`config.mk`:
```
export PLATFORM = sky130hd
export DESIGN_NAME = fetch_unit
export DESIGN_NICKNAME = d
export VERILOG_FILES = /design/src/rtl/fetch_unit.sv
export SDC_FILE = /design/constraint.sdc
export NUM_CORES = 1
export LEC_CHECK = 0
export ABC_AREA = 1
export BUFFER_PORTS_ARGS = -buffer_cell sky130_fd_sc_hd__buf_4
export CAP_MARGIN = 20
export CORE_ASPECT_RATIO = 2
export CORE_MARGIN = 5
export CORE_UTILIZATION = 45
export CTS_CLUSTER_DIAMETER = 150
export DETAILED_ROUTE_END_ITERATION = 12
export PLACE_DENSITY = 0.7
export SETUP_SLACK_MARGIN = 0.3
export SKIP_CTS_REPAIR_TIMING = 1
export SLEW_MARGIN = 20
export SYNTH_ARGS = -nofsm -noshare
export SYNTH_HDL_FRONTEND = slang
export SYNTH_SLANG_ARGS = --single-unit
```
`constraint.sdc`:
```
create_clock -name clk_i -period 5.5 [get_ports clk_i]
set_input_delay 1.1 -clock clk_i [delete_from_list [all_inputs] [get_ports clk_i]]
set_output_delay 1.1 -clock clk_i [all_outputs]
set_load 0.01 [all_outputs]
```
`src/rtl/fetch_unit.sv`:
```
// Instruction-fetch front end: owns the PC, issues one-at-a-time imem requests and feeds IF/ID from a small FIFO.
// Optional FETCH_PERF_EN adds saturating bubble/flush/drop performance counters.
//
// state | meaning
// IDLE  | first cycle after reset release, no request
// REQ   | request issued when PCWrite and buffer space allow
// WAIT  | one request granted, response pending
// DROP  | granted response is stale (flushed), discard it on arrival
module fetch_unit #(
    parameter int                ADDR_W     = 32,
    parameter logic [ADDR_W-1:0] RESET_PC   = '0,
    parameter int                FIFO_DEPTH = 2,
    parameter logic [31:0]       NOP_INSTR  = 32'h0000_0013
) (
    input  logic              clk_i,
    input  logic              rst_i,
    input  logic              PCWrite_i,
    input  logic              Stall_i,
    input  logic              NoOp_i,
    input  logic              Flush_i,
    input  logic [ADDR_W-1:0] Branch_target_i,
    output logic              imem_req_o,
    output logic [ADDR_W-1:0] imem_addr_o,
    input  logic              imem_gnt_i,
    input  logic              imem_rvalid_i,
    input  logic [31:0]       imem_rdata_i,
    output logic [ADDR_W-1:0] ID_pc_o,
    output logic [31:0]       ID_instr_o,
    output logic              ID_valid_o
`ifdef FETCH_PERF_EN
    ,
    output logic [31:0]       perf_bubble_o,
    output logic [31:0]       perf_flush_o,
    output logic [31:0]       perf_drop_o
`endif
);

    localparam int PTR_W = $clog2(FIFO_DEPTH);
    localparam int CNT_W = PTR_W + 1;

    typedef enum logic [1:0] {ST_IDLE, ST_REQ, ST_WAIT, ST_DROP} state_t;

    state_t            state, state_nxt;
    logic [ADDR_W-1:0] pc, req_pc;
    logic [ADDR_W-1:0] fifo_pc    [FIFO_DEPTH];
    logic [31:0]       fifo_instr [FIFO_DEPTH];
    logic [PTR_W-1:0]  rd_ptr, wr_ptr;
    logic [CNT_W-1:0]  count;
    logic              req, grant, push, pop, drop, load_bubble;

    // Only REQ can request, so the outstanding term is always zero here.
    assign req         = (state == ST_REQ) && PCWrite_i && (count < CNT_W'(FIFO_DEPTH));
    assign grant       = req && imem_gnt_i;
    assign push        = (state == ST_WAIT) && imem_rvalid_i && !Flush_i;
    assign drop        = imem_rvalid_i && ((state == ST_DROP) || ((state == ST_WAIT) && Flush_i));
    assign pop         = !Flush_i && !Stall_i && !NoOp_i && (count != '0);
    assign load_bubble = Flush_i || (!Stall_i && (NoOp_i || (count == '0)));

    assign imem_req_o  = req;
    assign imem_addr_o = pc;

    always_comb begin
        state_nxt = state;
        case (state)
            ST_IDLE: state_nxt = ST_REQ;
            ST_REQ:  if (grant) state_nxt = Flush_i ? ST_DROP : ST_WAIT;
            ST_WAIT: begin
                if (imem_rvalid_i)
                    state_nxt = ST_REQ;
                else if (Flush_i)
                    state_nxt = ST_DROP;
            end
            ST_DROP: if (imem_rvalid_i) state_nxt = ST_REQ;
            default: state_nxt = ST_IDLE;
        endcase
    end

    always_ff @(posedge clk_i or posedge rst_i) begin
        if (rst_i)
            state <= ST_IDLE;
        else
            state <= state_nxt;
    end

    always_ff @(posedge clk_i or posedge rst_i) begin
        if (rst_i) begin
            pc     <= RESET_PC;
            req_pc <= RESET_PC;
        end else begin
            if (grant)
                req_pc <= pc;
            if (Flush_i)
                pc <= Branch_target_i;
            else if (grant)
                pc <= pc + ADDR_W'(4);
        end
    end

    // Storage needs no reset: count gates every read.
    always_ff @(posedge clk_i) begin
        if (push) begin
            fifo_pc[wr_ptr]    <= req_pc;
            fifo_instr[wr_ptr] <= imem_rdata_i;
        end
    end

    always_ff @(posedge clk_i or posedge rst_i) begin
        if (rst_i) begin
            rd_ptr <= '0;
            wr_ptr <= '0;
            count  <= '0;
        end else if (Flush_i) begin
            rd_ptr <= '0;
            wr_ptr <= '0;
            count  <= '0;
        end else begin
            if (push)
                wr_ptr <= wr_ptr + PTR_W'(1);
            if (pop)
                rd_ptr <= rd_ptr + PTR_W'(1);
            count <= count + CNT_W'(push) - CNT_W'(pop);
        end
    end

    always_ff @(posedge clk_i or posedge rst_i) begin
        if (rst_i) begin
            ID_valid_o <= 1'b0;
            ID_instr_o <= NOP_INSTR;
            ID_pc_o    <= '0;
        end else if (load_bubble) begin
            ID_valid_o <= 1'b0;
            ID_instr_o <= NOP_INSTR;
        end else if (pop) begin
            ID_valid_o <= 1'b1;
            ID_instr_o <= fifo_instr[rd_ptr];
            ID_pc_o    <= fifo_pc[rd_ptr];
        end
    end

`ifdef FETCH_PERF_EN
    always_ff @(posedge clk_i or posedge rst_i) begin
        if (rst_i) begin
            perf_bubble_o <= '0;
            perf_flush_o  <= '0;
            perf_drop_o   <= '0;
        end else begin
            if (load_bubble && (perf_bubble_o != '1))
                perf_bubble_o <= perf_bubble_o + 32'd1;
            if (Flush_i && (perf_flush_o != '1))
                perf_flush_o <= perf_flush_o + 32'd1;
            if (drop && (perf_drop_o != '1))
                perf_drop_o <= perf_drop_o + 32'd1;
        end
    end
`endif

endmodule

```
## After elaboration in Yosys (flattened, before gate mapping)

Memories as Yosys holds them, arrays and structs flattened. A register that Yosys moved wholly into a read port is not among the register bits.
Index checks and enable logic that the tools add are counted.

| operators by class | value |
|---|---|
| order comparisons | 1 |
| add/sub/neg operators | 5 |
| bitwise gates (word level) | 1 |
| equal/unequal tests | 6 |
| muxes and demuxes | 19 |
| reduce and logical (&&, ||, !) cells | 23 |

Operator list:

| operator | count |
|---|---|
| $mux W32 | 4 |
| $add A32 B3 Y32 const B | 1 |
| $mux W2 | 5 |
| $reduce_bool A2 Y1 | 5 |
| $logic_and A1 B1 Y1 | 9 |
| $mux W1 | 9 |
| $pmux W2 S4 | 1 |
| $eq A2 B2 Y1 const B | 2 |
| $logic_not A2 Y1 | 2 |
| $ne A2 B2 Y1 const B | 2 |
| $logic_not A1 Y1 | 3 |
| $ne A3 B3 Y1 const B | 1 |
| $reduce_and A3 Y1 | 1 |
| $add A1 B1 Y1 const B | 2 |
| $add A2 B1 Y2 | 1 |
| $eq A2 B1 Y1 const B | 1 |
| $logic_or A1 B1 Y1 | 2 |
| $lt A2 B2 Y1 const B | 1 |
| $reduce_and A2 Y1 | 1 |
| $sub A2 B1 Y2 | 1 |
| $not A1 Y1 | 1 |

| word-level totals | value |
|---|---|
| flip-flop bits (word level) | 103 |
| bits in writable memories | 128 |
| memories kept | 2 |

Memory list:

| name | words | bits a word | read ports | clocked after Yosys merged registers in | write ports | line | source |
|---|---|---|---|---|---|---|---|
| fifo_instr | 2 | 32 | 1 | 0 | 1 | 46 | `logic [31:0] fifo_instr [FIFO_DEPTH];` |
| fifo_pc | 2 | 32 | 1 | 1 | 1 | 45 | `logic [ADDR_W-1:0] fifo_pc [FIFO_DEPTH];` |

## Depth between registers and ports, before layout

Gate-level depths: netlist of the first run.

| logic depth | value |
|---|---|
| depth after elaboration | 6 |
| depth in mapped cells | 11 |
| mapped depth without buffers | 10 |

## Worst setup path before layout of the first run

Ideal clock, no wire load.

| timing path | value |
|---|---|
| path type | input to register |
| start | input port Flush_i |
| end | memory fifo_instr[0][0] (enable) |
| arrival | 4.142 ns |
| cell stages on the path | 4 |
| setup slack | 0.872 ns |
| path through | buf_2 inv_4 nand2_1 nor2_1 |

| between the ends | value |
|---|---|
| cells in the longest elaborated chain, start to end | 4 |

Ends and longest elaborated chain:

| what | line | source |
|---|---|---|
| start: declaration | 20 | `input logic Flush_i,` |
| $logic_not A1 Y1 | 54 | `assign push = (state == ST_WAIT) && imem_rvalid_i && !Flush_i;` |
| $logic_and A1 B1 Y1 | 54 |  |
| $mux W1 | 101 | `if (push) begin` |
| $mux W1 (implied by the code) | 103 | `fifo_instr[wr_ptr] <= imem_rdata_i;` |
| end: declaration | 46 |  |

No other way between the ends.

## Worst setup path after layout of the first run

| timing path | value |
|---|---|
| start | input port Flush_i |
| end | memory fifo_instr[1][18] (enable) |

The elaborated chain is that of the path after synthesis.

==> impl_metrics.csv, run 1 <==
group,metric,value,unit
outcome,status,"finished clean",
sta,slew_violations,0,
hold_path,hold-path-cell-count,0,
synth,yosys_warnings,0,
hold_path,hold_path.class,"flip-flop to flip-flop",
sta,tightest_slew,990.4,ps
critical_path,crit_start,"Flush_i",
synth,async_reset_ff_share,51.33,%
global_routing,grt_antenna_before_repair,0,
synth,synth_common_cells,"nand2_1, dfrtp_1, edfxtp_1",
critical_path,crit_required,5710,ps
clock_network,cts-root-buf,"clkbuf_16",
clock_network,htreeDepth,1,
route,ant_nets,0,
power,ir_drop,0.2572,mV
final_layout,finalNetCount,1203,
critical_path,path_class,"input pin to flip-flop",
sta,rsz0062_at_grt,"false",
route,num_vias,7167,
clock_network,cts.path.max_buffers,3,
floorplan,ios,170,
synth,synth_area_per_cell,11.14,um^2
synth,synth_largest_area_cell,"edfxtp_1",
synth,synth.distinct_cells,32,
synth,synth_ff_type,"dfrtp_1",
sta,post-route-period-util,49.06,%
flow_run,maxCapViolCount,0,
global_routing,grt_pass1_vias,7340,
final_layout,drive_gt1_share,21.52,%
synth,yosysTopAreaCellShare,35.82,%
floorplan,num_rows,80,
placed_design,port_buffers,169,
critical_path,end_kind,"flip-flop",
sta,post-route-min-period,2698,ps
critical_path,start_kind,"input pin",
synth,synth.area.top_cells,"edfxtp_1, dfrtp_1, nand2_1, o21ai_0, nand3_1",
route,vias_per_cell,5.012,
clock_network,path_clk_slew,70,ps
power,power.density,399.7,nW/um^2
critical_path,crit_path_max_fanout,41,
global_routing,grtUsageTotal,17.45,%
critical_path,r2r_setup_slack,3280,ps
final_layout,syn2layout_area_growth,21.47,%
floorplan,core_area,23720,um^2
route,wl,23.91,mm
synth,postSynthNetCount,1040,
route,drt-initial-drc-count,343,
final_layout,num_antenna_cells,0,
global_routing,overflow,0,
synth,synth_cells,963,
clock_network,cts_made_buffers,23,
power,p_leak,5.602,nW
sta,clock.fmax,0.3706,GHz
sta,setup-violations-final,0,
hold_path,holdPathEnd,"fifo_pc[0][19]",
clock_network,insertion_delay,520,ps
route,drtPass1Iterations,6,
sta,setup_slack,2802,ps
hold_path,min-delay-start,"req_pc[19]",
route,wl_per_cell,16.72,um
critical_path,r2r_end,"imem_addr_o[15]",
route,drc,0,
floorplan,die_area,27220,um^2
synth,yosys_register_bits,263,
sta,skew,10.19,ps
global_routing,grt_max_degree,100,
power,power.total,5.210,mW
critical_path,ff2ff_path_depth,9,
placed_design,place_ws,2233,ps
sta,hold_violations,0,
sta,fin_hold_ws,468.5,ps
synth,syn-cell-area,10730,um^2
synth,ys_seq_area_share,67.34,%
synth,synth_edf_count,128,
critical_path,r2r_start,"state[1]",
global_routing,grt_pass1_wl,37.92,mm
floorplan,fp.dieH,228.4,um
floorplan,start_util,45.23,%
sta,setup_tns,0,ps
synth,yosysMostFrequentCell,"nand2_1",
floorplan,die_x,119.2,um
placed_design,gp_congestion,0.8811,
placed_design,dpl.hpwl,17.16,mm
sta,slew_headroom,33.90,%
clock_network,cts_tree,"done",
clock_network,cts_sinks,263,
critical_path,arrival,2900,ps
-- flip-flops by register name, summed over array words and instances, names as in the netlist --
| name | count |
|---|---|
| fifo_instr | 64 |
| fifo_pc | 64 |
| ID_instr_o | 32 |
| ID_pc_o | 32 |
| imem_addr_o | 32 |
| req_pc | 32 |
| count | 2 |
| state | 2 |
| ID_valid_o | 1 |
| rd_ptr | 1 |
| wr_ptr | 1 |
-- placed cells by master, fill, tap and decap left out, drive strengths merged, types with 3 or more instances in the layout --
cell type	instances
ha	5
xor2	4
dfstp	3
o21ai	93
edfxtp	128
nor2	115
and2	3
a21oi	4
nand3	81
buf	179
clkinv	8
mux2i	32
o31ai	32
o211ai	3
inv	63
mux2	4
xnor2	3
clkbuf	28
bufinv	3
dfrtp	132
nand2	218
-- per-stage QoR --
step                      instance area, um^2  std cells  util [%]
after floorplan                         10730        963         -
after global placement                  12220       1386     51.52
after detailed placement                12270       1388     51.72
after CTS                               13030       1430     54.94
after global routing                    13030       1430     54.94
final                                   13030       1430     54.94
-- kinds of logic (layout without fill, tap and decap cells) --
logic type	count (synthesis)	after routing	share of synthesized area, %
buffers and inverters	102	282	4.198
AND/OR/NAND/NOR	417	417	16.73
flip-flops	263	263	67.34
multiplexers	36	36	3.545
XOR/XNOR	7	7	0.5714
AO/OA/AOI/OAI	133	133	7.031
adder cells (fa/ha/maj)	5	5	0.5830
-- how the worst max path moves through the flow --
stage / depth (start not counted) / slack (ps) / end
global route: 6 / 2670 / fifo_instr[1][18]
global placement: 5 / 1880 / fifo_instr[1][14]
CTS: 6 / 2770 / fifo_instr[1][20]
finish: 6 / 2800 / fifo_instr[1][18]
floorplan: 1 / 790 / ID_instr_o[10]
detailed placement: 6 / 2230 / fifo_instr[1][21]
-- critical path, cell delays in order --
cell     delay [ps]
buf_4           270
inv_4           390
nand2_1         180
nor2_4          410
buf_12          250
buf_4           250
-- cell type report --
type / count / area [um^2]
clock buffer: 28 / 604.3
clock inverter: 14 / 158.9
fill: 2054 / 10690
inverter: 61 / 236.5
multi-input combinational: 598 / 3069
sequential: 263 / 7229
tap: 287 / 359.1
timing repair buffer: 179 / 1376
-- layer usage --
layer  part of all wire (%)  GRT usage (%)  vias to the layer above
li1                       -              -                     3585
met3                    4.0          2.080                       40
met1                     37          18.58                     3385
met2                     56          34.20                      157
met4                    3.3          6.674                        0
met5                      0              0                        -
-- power breakdown --
group | switching, mW | internal [mW]
Clock | 0.695 | 0.931
Combinational | 0.473 | 0.414
Sequential | 0.263 | 2.43
No activity file was read; power rests on OpenSTA's default activity.
==> inputs of run 2 (changes only) <==
==> constraint.sdc (replaced) <==
create_clock -name clk_i -period 2.6 [get_ports clk_i]
set_input_delay 0.52 -clock clk_i [delete_from_list [all_inputs] [get_ports clk_i]]
set_output_delay 0.52 -clock clk_i [all_outputs]
set_load 0.01 [all_outputs]
==> impl_metrics.csv, run 2 (synthesis gave the netlist of run 1 again) <==
group,metric,value,unit
final_layout,finalNetCount,1204,
global_routing,use_met2,33.86,%
sta,clock.fmax,0.4861,GHz
final_layout,top_regs,"fifo_instr x64, fifo_pc x64",
final_layout,num_antenna_cells,0,
clock_network,path_clk_slew,70,ps
global_routing,grt_pass1_vias,7607,
global_routing,grt_pass1_wl,38.60,mm
sta,fin_hold_ws,149.7,ps
global_routing,use_met3,1.981,%
clock_network,insertion_delay,520,ps
final_layout,syn2layout_area_growth,21.84,%
route,wl_per_cell,16.77,um
clock_network,htreeDepth,1,
final_layout,finalNonFillerCells,1431,
final_layout,mostFrequentLayoutCell,"nand2_1",
critical_path,r2r_end,"imem_addr_o[16]",
route,wl,24.00,mm
power,p_leak,5.613,nW
critical_path,crit_path_max_fanout,4,
global_routing,grtUsageTotal,17.60,%
placed_design,gp_congestion,0.8729,
floorplan,die_x,119.2,um
sta,post-route-period-util,79.12,%
sta,skew,16.43,ps
placed_design,place_inst,1389,
global_routing,overflow,0,
critical_path,arrival,1540,ps
power,power.density,848.7,nW/um^2
clock_network,cts-root-buf,"clkbuf_16",
floorplan,ios,170,
global_routing,grt_max_degree,136,
placed_design,dpl.hpwl,16.81,mm
final_layout,final_cell_mix,"nand2_1, buf_4, dfrtp_1, edfxtp_1, nor2_1",
critical_path,cp_cell_sequence,"inv_1, ha_1, nand2_1, nor2_2, buf_4",
sta,rsz0062_at_grt,"false",
critical_path,r2r_start,"state[1]",
sta,setup-violations-final,0,
route,drc,0,
critical_path,crit_required,2080,ps
critical_path,path_class,"flip-flop to output port",
sta,hold_violations,0,
placed_design,port_buffers,169,
outcome,status,"finished clean",
floorplan,fp.dieH,228.4,um
critical_path,ff2ff_path_depth,9,
final_layout,drive_gt1_share,22.12,%
route,vias_per_cell,5.117,
final_layout,fillers,2022,
route,ant_nets,0,
route,drtPass1Iterations,5,
global_routing,use_met1,18.60,%
critical_path,critPathMaxStageDelay,410,ps
clock_network,cts_tree,"done",
floorplan,die_area,27220,um^2
sta,setup_tns,0,ps
floorplan,num_rows,80,
critical_path,start_kind,"flip-flop",
route,num_vias,7322,
critical_path,cp_slowest_cell,"dfrtp_1",
critical_path,r2r_setup_slack,680,ps
sta,tightest_slew,842.5,ps
sta,post-route-min-period,2057,ps
hold_path,hold_path.class,"input pin to async pin",
sta,slew_violations,0,
sta,slew_headroom,43.84,%
sta,setup_slack,543.0,ps
clock_network,cts.path.max_buffers,3,
clock_network,cts_made_buffers,23,
floorplan,start_util,45.23,%
power,ir_drop,0.3771,mV
route,drt-initial-drc-count,424,
global_routing,grt_antenna_before_repair,0,
floorplan,core_area,23720,um^2
flow_run,maxCapViolCount,0,
clock_network,cts_sinks,263,
critical_path,end_kind,"output port",
placed_design,place_ws,581.9,ps
global_routing,top_usage_layer,"met2",
[run 2: cell count changes in the layout (fill, tap and decap cells not counted)]
cell / change
clkinv_2: +1
clkinvlp_4: +3
clkbuf_1: -4
inv_6: +1
clkbuf_8: +1
clkinv_1: -2
buf_16: -1
buf_12: +2
[run 2: layout make-up]
| cell class | count | area [um^2] | share of cell area [%] |
|---|---|---|---|
| Sequential cell | 263 | 7229 | 55.30 |
| Inverter | 61 | 235.2 | 1.799 |
| Multi-Input combinational cell | 598 | 3069 | 23.48 |
| Timing Repair Buffer | 180 | 1389 | 10.62 |
| Tap cell | 287 | 359.1 | 2.747 |
| Clock inverter | 17 | 188.9 | 1.445 |
| Clock buffer | 25 | 603.1 | 4.613 |
[run 2: per-layer routing]
metal  wire [um]  up-vias
met5           0        -
met4         983        0
met3         866       49
met2       13380      178
met1        8764     3504
li1            -     3591
[run 2: through the flow]
stage          util, %  area [um^2]  power (mW)
6_report         55.11        13070       11.10
5_1_grt          55.11        13070       11.67
4_1_cts          55.11        13070       11.24
3_5_place_dp     51.77        12280       7.693
3_3_place_gp     51.77        12280       7.591
2_1_floorplan        -        10750       6.674
[run 2: power by group]
group          switching, mW  internal, mW  leakage [nW]  total, mW
logic                   1.05         0.883          2.33       1.93
clock network           1.51          2.01         0.384       3.52
registers              0.503          5.15          2.90       5.65
total                   3.06          8.03          5.61       11.1
[run 2: critical path, delay by kind of cell, from the launching register on]
family,cells,cell delay (ps)
flip-flops,1,410
buffers and inverters,2,220
AND/OR/NAND/NOR,2,220
adder cells (fa/ha/maj),1,170
[run 2: how the worst max path moves through the flow]
stage,from,endpoint,slack [ps],cells after the start
2_1_floorplan,Flush_i,fifo_instr[0][0],330,4
3_3_place_gp,Flush_i,fifo_pc[1][1],590,5
3_5_place_dp,Flush_i,fifo_pc[1][20],580,5
4_1_cts,state[1],imem_req_o,510,5
5_1_grt,state[1],imem_req_o,430,5
6_report,state[1],imem_req_o,540,5
